--- src/rtl/instr_fetch_pkg.sv ---
// Shared core constants for the fetch front end: instruction size, alignment,
// reset vector and ROM geometry.
package instr_fetch_pkg;

    localparam int unsigned DEF_ADDR_SIZE   = 10;
    localparam int unsigned DEF_WORD_SIZE   = 32;
    localparam int unsigned ILEN_BYTES      = DEF_WORD_SIZE / 8;
    localparam int unsigned ILEN_LOG2       = $clog2(ILEN_BYTES);
    localparam int unsigned DEF_RESET_PC    = 0;
    localparam int unsigned ROM_DEPTH_WORDS = (1 << DEF_ADDR_SIZE) / ILEN_BYTES;

    // Canonical NOP (addi x0, x0, 0), reserved for bubble insertion.
    localparam logic [31:0] NOP_INSTR = 32'h0000_0013;

    typedef enum logic [1:0] {
        ACT_REDIRECT,
        ACT_STALL,
        ACT_ADVANCE
    } fetch_action_e;

endpackage

--- src/rtl/instr_fetch.sv ---
// Fetch initiator for a 1-cycle-latency instruction ROM: drives the fetch
// address, pairs each returned word with its PC and hands it to decode.
module instr_fetch
    import instr_fetch_pkg::*;
#(
    parameter int unsigned ADDR_SIZE = DEF_ADDR_SIZE,
    parameter int unsigned WORD_SIZE = DEF_WORD_SIZE,
    parameter int unsigned RESET_PC  = DEF_RESET_PC,
    parameter int unsigned CNT_WIDTH = 32
) (
    input  logic                 clk,
    input  logic                 rst_n,
    output logic [ADDR_SIZE-1:0] imem_addr,
    input  logic [WORD_SIZE-1:0] imem_instr,
    input  logic                 redirect_valid,
    input  logic [ADDR_SIZE-1:0] redirect_pc,
    output logic                 out_valid,
    input  logic                 out_ready,
    output logic [WORD_SIZE-1:0] out_instr,
    output logic [ADDR_SIZE-1:0] out_pc,
    output logic                 misaligned_redirect,
    output logic [CNT_WIDTH-1:0] fetch_count
);

    localparam int unsigned          ILEN       = WORD_SIZE / 8;
    localparam logic [ADDR_SIZE-1:0] PC_STEP    = ADDR_SIZE'(ILEN);
    localparam logic [ADDR_SIZE-1:0] ALIGN_MASK = ADDR_SIZE'(ILEN - 1);
    localparam logic [ADDR_SIZE-1:0] RESET_ADDR = ADDR_SIZE'(RESET_PC);

    logic [ADDR_SIZE-1:0] fetch_pc_q,    fetch_pc_d;
    logic [ADDR_SIZE-1:0] inflight_pc_q, inflight_pc_d;
    logic                 inflight_valid_q, inflight_valid_d;
    logic                 misaligned_q,  misaligned_d;
    logic [CNT_WIDTH-1:0] count_q,       count_d;

    logic [ADDR_SIZE-1:0] aligned_pc;
    logic                 stall;
    logic                 accept;
    fetch_action_e        action;

    assign aligned_pc = redirect_pc & ~ALIGN_MASK;
    assign stall      = inflight_valid_q & ~out_ready & ~redirect_valid;
    assign out_valid  = inflight_valid_q & ~redirect_valid;
    assign accept     = out_valid & out_ready;
    assign out_pc     = inflight_pc_q;
    assign out_instr  = out_valid ? imem_instr : '0;

    assign misaligned_redirect = misaligned_q;
    assign fetch_count         = count_q;

    always_comb begin
        // NOTE: every signal gets a default before any branch so no path
        // leaves it unassigned, which would otherwise infer a latch.
        action           = ACT_ADVANCE;
        fetch_pc_d       = fetch_pc_q;
        inflight_pc_d    = inflight_pc_q;
        inflight_valid_d = inflight_valid_q;
        misaligned_d     = 1'b0;
        count_d          = count_q;
        imem_addr        = fetch_pc_q;

        if (redirect_valid) begin
            action = ACT_REDIRECT;
        end else if (stall) begin
            action = ACT_STALL;
        end

        case (action)
            ACT_REDIRECT: begin
                imem_addr        = aligned_pc;
                inflight_pc_d    = aligned_pc;
                inflight_valid_d = 1'b1;
                fetch_pc_d       = aligned_pc + PC_STEP;
                misaligned_d     = |(redirect_pc & ALIGN_MASK);
            end
            // The ROM re-reads the held word so imem_instr stays stable.
            ACT_STALL: begin
                imem_addr = inflight_pc_q;
            end
            default: begin
                imem_addr        = fetch_pc_q;
                inflight_pc_d    = fetch_pc_q;
                inflight_valid_d = 1'b1;
                fetch_pc_d       = fetch_pc_q + PC_STEP;
            end
        endcase

        if (accept) begin
            count_d = count_q + CNT_WIDTH'(1);
        end

        if (!rst_n) begin
            imem_addr = RESET_ADDR;
        end
    end

    always_ff @(posedge clk or negedge rst_n) begin
        if (!rst_n) begin
            fetch_pc_q       <= RESET_ADDR;
            inflight_pc_q    <= '0;
            inflight_valid_q <= 1'b0;
            misaligned_q     <= 1'b0;
            count_q          <= '0;
        end else begin
            // NOTE: non-blocking assignments so every register samples the
            // pre-edge values, independent of statement order.
            fetch_pc_q       <= fetch_pc_d;
            inflight_pc_q    <= inflight_pc_d;
            inflight_valid_q <= inflight_valid_d;
            misaligned_q     <= misaligned_d;
            count_q          <= count_d;
        end
    end

endmodule
--- config.mk ---
export PLATFORM = sky130hd
export DESIGN_NAME = instr_fetch
export DESIGN_NICKNAME = d
export VERILOG_FILES = /design/src/rtl/instr_fetch_pkg.sv /design/src/rtl/instr_fetch.sv
export SDC_FILE = /design/constraint.sdc
export NUM_CORES = 1
export LEC_CHECK = 0
export ABC_AREA = 1
export ABC_CLOCK_PERIOD_IN_PS = 3300
export CORE_ASPECT_RATIO = 1.75
export CORE_MARGIN = 3
export CORE_UTILIZATION = 42
export DETAILED_ROUTE_END_ITERATION = 8
export GPL_TIMING_DRIVEN = 1
export PLACE_DENSITY = 0.8
export SLEW_MARGIN = 20
export SYNTH_ARGS = -nofsm -noshare
export SYNTH_HDL_FRONTEND = slang
export SYNTH_SLANG_ARGS = --single-unit
--- constraint.sdc ---
create_clock -name clk -period 3.3 [get_ports clk]
set_input_delay 0.825 -clock clk [delete_from_list [all_inputs] [get_ports clk]]
set_output_delay 0.825 -clock clk [all_outputs]
set_load 0.03 [all_outputs]
Word level (Yosys, flattened, before mapping)
Cells that the tools add are included.

Mux-type cells: 7. Bitwise gates (word level): 6. Add/sub/neg operators: 3. Reductions and logical operators: 2. Equal/unequal tests: 1.

Operator list (count): one-hot mux 10 bit (2 select lines) (2); adder 32 x 1 -> 32 bit, second input constant (1); two-way mux 32 bit (1); adder 10 x 3 -> 10 bit, second input constant (2); two-way mux 10 bit (1); bitwise AND 1 bit (4); two-way mux 2 bit (2); == test 2 x 1 -> 1 bit, second input constant (1); logical NOT 2 bit (1); inverter 1 bit (2); OR reduction 2 bit (1); two-way mux 1 bit (1).

Word-level logic and storage cells: 24. Bits in registers: 54.

Depth between registers and ports, before layout
Word-level depth: 8. Gate-level depth with buffers: 9. Depth with buffers taken out: 9.

Worst setup path before layout
OpenSTA, ideal clock, no wires.

Path kind: input -> output. Start: input port redirect_valid. End: output port imem_addr[0]. Path buffers: 0. Data arrival time: 2.098 ns. Stages on the path: 5. Slack: 0.377 ns. Required time: 2.475 ns. Cells stage by stage: inv_2 nand2_2 nor2_4 clkinv_1 nor3_1.

Longest elaborated chain between the ends: 7.

RTL lines: start: declaration (RTL line instr_fetch.sv:15) `input logic redirect_valid,`; inverter 1 bit (RTL line instr_fetch.sv:42) `assign stall = inflight_valid_q & ~out_ready & ~redirect_valid;`; bitwise AND 1 bit (RTL line instr_fetch.sv:42); two-way mux 2 bit (RTL line instr_fetch.sv:64) `end else if (stall) begin`; two-way mux 2 bit (*) (RTL line instr_fetch.sv:62) `if (redirect_valid) begin`; == test 2 x 1 -> 1 bit / logical NOT 2 bit (equally long branches) (RTL line instr_fetch.sv:68) `case (action)`; one-hot mux 10 bit (2 select lines) (*); two-way mux 10 bit (*) (RTL line instr_fetch.sv:92) `if (!rst_n) begin`; end: declaration (RTL line instr_fetch.sv:13) `output logic [ADDR_SIZE-1:0] imem_addr,`.

Every way passes the cells marked *; elsewhere a longest branch is shown, timed or not.

Worst setup path in the final report
Start: input port out_ready. End: output port imem_addr[1].

Longest elaborated chain between the ends: 8.

RTL lines: start: declaration (RTL line instr_fetch.sv:18) `input logic out_ready,`; inverter 1 bit (*) (RTL line instr_fetch.sv:42); bitwise AND 1 bit (*) (2 in series) (RTL line instr_fetch.sv:42); two-way mux 2 bit (*) (RTL line instr_fetch.sv:64); two-way mux 2 bit (*) (RTL line instr_fetch.sv:62); == test 2 x 1 -> 1 bit / logical NOT 2 bit (equally long branches) (RTL line instr_fetch.sv:68); one-hot mux 10 bit (2 select lines) (*); two-way mux 10 bit (*) (RTL line instr_fetch.sv:92).

Marks and branches as above.

==> flow_metrics.tcl <==
set metrics [dict create \
    switching_share 0.294 \
    cts_buffers 5 \
    dr_wl_met2_mm 4.96 \
    seq_power_share 0.397 \
    ys_ff_latch 52 \
    diodes 0 \
    combPwrFrac 0.259 \
    postSynthAreaPerCell_um2 7.05 \
    dieArea_um2 8390 \
    gp_congestion 0.913 \
    routedWlPerCell_um 13.9 \
    fin_worst_skew_ns 0.00518 \
    hpwl_mm 7.38 \
    outcome "finished, final reports clean" \
    cp.required_ns 2.47 \
    synth_top_family_by_area "simple AND/OR/NAND/NOR gates" \
    max-slew-margin-rel 0.557 \
    crit_path_start_kind "input pin" \
    met3_length_um 559 \
    syn-instance-count 434 \
    yosysTopAreaCellShare 0.425 \
    grt.total_usage 0.216 \
    synth.most_common_cell "nand2_1" \
    cp_max_fo 15 \
    drtIter0Drc 172 \
    clk_pin_slew_ns 0.07 \
    ios 132 \
    yosysTopAreaCell "dfrtp_1" \
    cts_hold_buf 0 \
    grt_pass1_wl_mm 14.7 \
    period_share 0.955 \
    antenna_left 0 \
    port_buffers 131 \
    vias 3269 \
    setup.worst_path.class "in -> out" \
    dp_slack_ns 0.168 \
    fillers 606 \
    dieWidth_um 70.5 \
    fp-row-count 40 \
    overflow 0 \
    cts_buffer_depth 2 \
    post-route-util 0.658 \
    placed_cell_area_um2 4390 \
    synth_fp_nets 482 \
    setup_viol 0 \
    ys_seq_area_frac 0.425 \
    ys_top_cells_by_area "dfrtp_1, nand2_1, inv_1, nor2_1, nand3_1" \
    cap_violations 0 \
    rsz0062_at_grt "false" \
    nNetsFinal 621 \
    synth-simple-area-share 0.365 \
    tns_ns 0 \
    drcViolationCount 0 \
    drt_first_pass_iters 4 \
    power.leakage_nw 2.34 \
    ys_top_cells_by_count "nand2_1, inv_1, nor2_1, dfrtp_1, nand3_1" \
    cts.sinks 52 \
    synthAdderAreaFrac 0.00818 \
    finalHoldViolCount 0 \
    die_y_um 119 \
    clkPwrFrac 0.345 \
    dp_cells 650 \
    initial_core_util 0.440 \
    max_freq_mhz 317 \
    synth_warnings 0 \
    cts_tree "built" \
    finalNonFillerCells 657 \
    min_path_cells 2 \
    layout-drive-gt1-share 0.122 \
    synth-compound-area-share 0.0364 \
    synth_xor_area_frac 0.0601 \
    met1_length_mm 3.37 \
    ys_async_sr_fraction 1.00 \
    routed_wl_mm 9.16 \
    core_area_um2 6960 \
    syn_area_um2 3060 \
    cts_resized 0 \
    grt_pass1_vias 3061 \
    worstSkewPairLatency_ns 0.28 \
    hp-class "reg -> reg" \
    synthFlopType "dfrtp_1" \
    switchingPower_mw 0.553 \
    holdWs_ns 0.504 \
    crit_path_end_kind "primary output" \
    postCtsSetupBuffers 0 \
    fin_ws_ns 0.149 \
    post-route-min-period_ns 3.15 \
    power_density_nw_per_um2 411 \
    antenna_found_initial 0 \
    synth_cell_types 28 \
    cp.arrival_ns 2.33 \
    cts_root_buffer "clkbuf_16" \
    htree_levels 2 \
    synth_edf_count 0 \
    final_area_um2 4580 \
    grt_start_max_net_pins 53 \
    slew_violations 0 \
    tightest_slew_ns 0.665 \
    ir_worst_vdd_mv 0.276 \
    vias_per_cell 4.98 \
    highest_layer "met4" \
    synth.mux.area_fraction 0 \
    r2r_cells 7 \
    area_growth_syn_to_layout_pct 49.5 \
    p_total_mw 1.88 \
    intPower_mw 1.33 \
]
## cell usage in the layout, fill, tap and decap left out, types with 2 or more instances in the layout
cell             Yosys  final
nand3b_1             2      2
bufinv_16            0      2
nor2_1              67     67
clkbuf_16            0      5
xnor2_1              9      9
nand2_2              2      2
nor3_1               5      5
inv_1               75     75
dfrtp_1             52     52
o21bai_1             2      2
inv_2                2      2
nor2_4               5      5
xor2_1              12     12
clkinv_1             2      2
buf_4                0     48
o21ai_0              6      6
ha_1                 2      2
nand3_1             38     38
nor2_2               2      2
nand2_1            121    121
nand4_1             10     10
clkdlybuf4s50_1      0     88
a21oi_1              2      2
a31oi_1              8      8
## power by group through the flow
stage                     combinational, mW  sequential [mW]  clock (mW)
after floorplan                       0.187            0.827           0
after global placement                0.482            0.755           0
after CTS                             0.493            0.745       0.658
after global routing                  0.526            0.753       0.679
final                                 0.486            0.745       0.648
after detailed placement              0.492            0.757           0
## registers in the layout, indices dropped and copies added, names as in the netlist
register             cells
fetch_count             32
out_pc                  10
inflight_valid_q         1
misaligned_redirect      1
fetch_pc_q               8
## logic make-up after synthesis
logic type,count (synthesis)
buf+inv,84
compound gates,19
xor+xnor,21
simple gates,255
fa+ha+maj,2
other cells,1
flops,52
## critical path, stage by stage
cell and delay [ns]:
clkdlybuf4s50_1 0.52, nor2_4 0.38, clkinv_1 0.20, nor3_1 0.20, buf_4 0.20
## final timing paths
check / start / end / slack [ns]
hold / removal: fetch_pc_q[8] / fetch_pc_q[8] / 0.50
max in group asynchronous: rst_n / fetch_count[18] / 2.16
setup reg to reg: fetch_count[14] / fetch_count[27] / 1.64
hold reg to reg: fetch_pc_q[8] / fetch_pc_q[8] / 0.50
setup / recovery: out_ready / imem_addr[1] / 0.15
min in group asynchronous: rst_n / fetch_count[23] / 0.68
## metal layers
layer,global-route usage,up-vias
met5,0,-
met4,0.0707,0
met3,0.0313,23
met2,0.410,144
met1,0.239,1502
li1,-,1600
## area by class of cell
type,instances,area [um^2],share of cell area
Timing Repair Buffer,137,1250,0.272
Inverter,79,297,0.0648
Clock inverter,2,60.1,0.0131
Sequential cell,52,1300,0.284
Tap cell,84,105,0.0230
Multi-Input combinational cell,298,1440,0.315
Clock buffer,5,125,0.0273
Note: power is estimated with default switching activity, not from simulation.
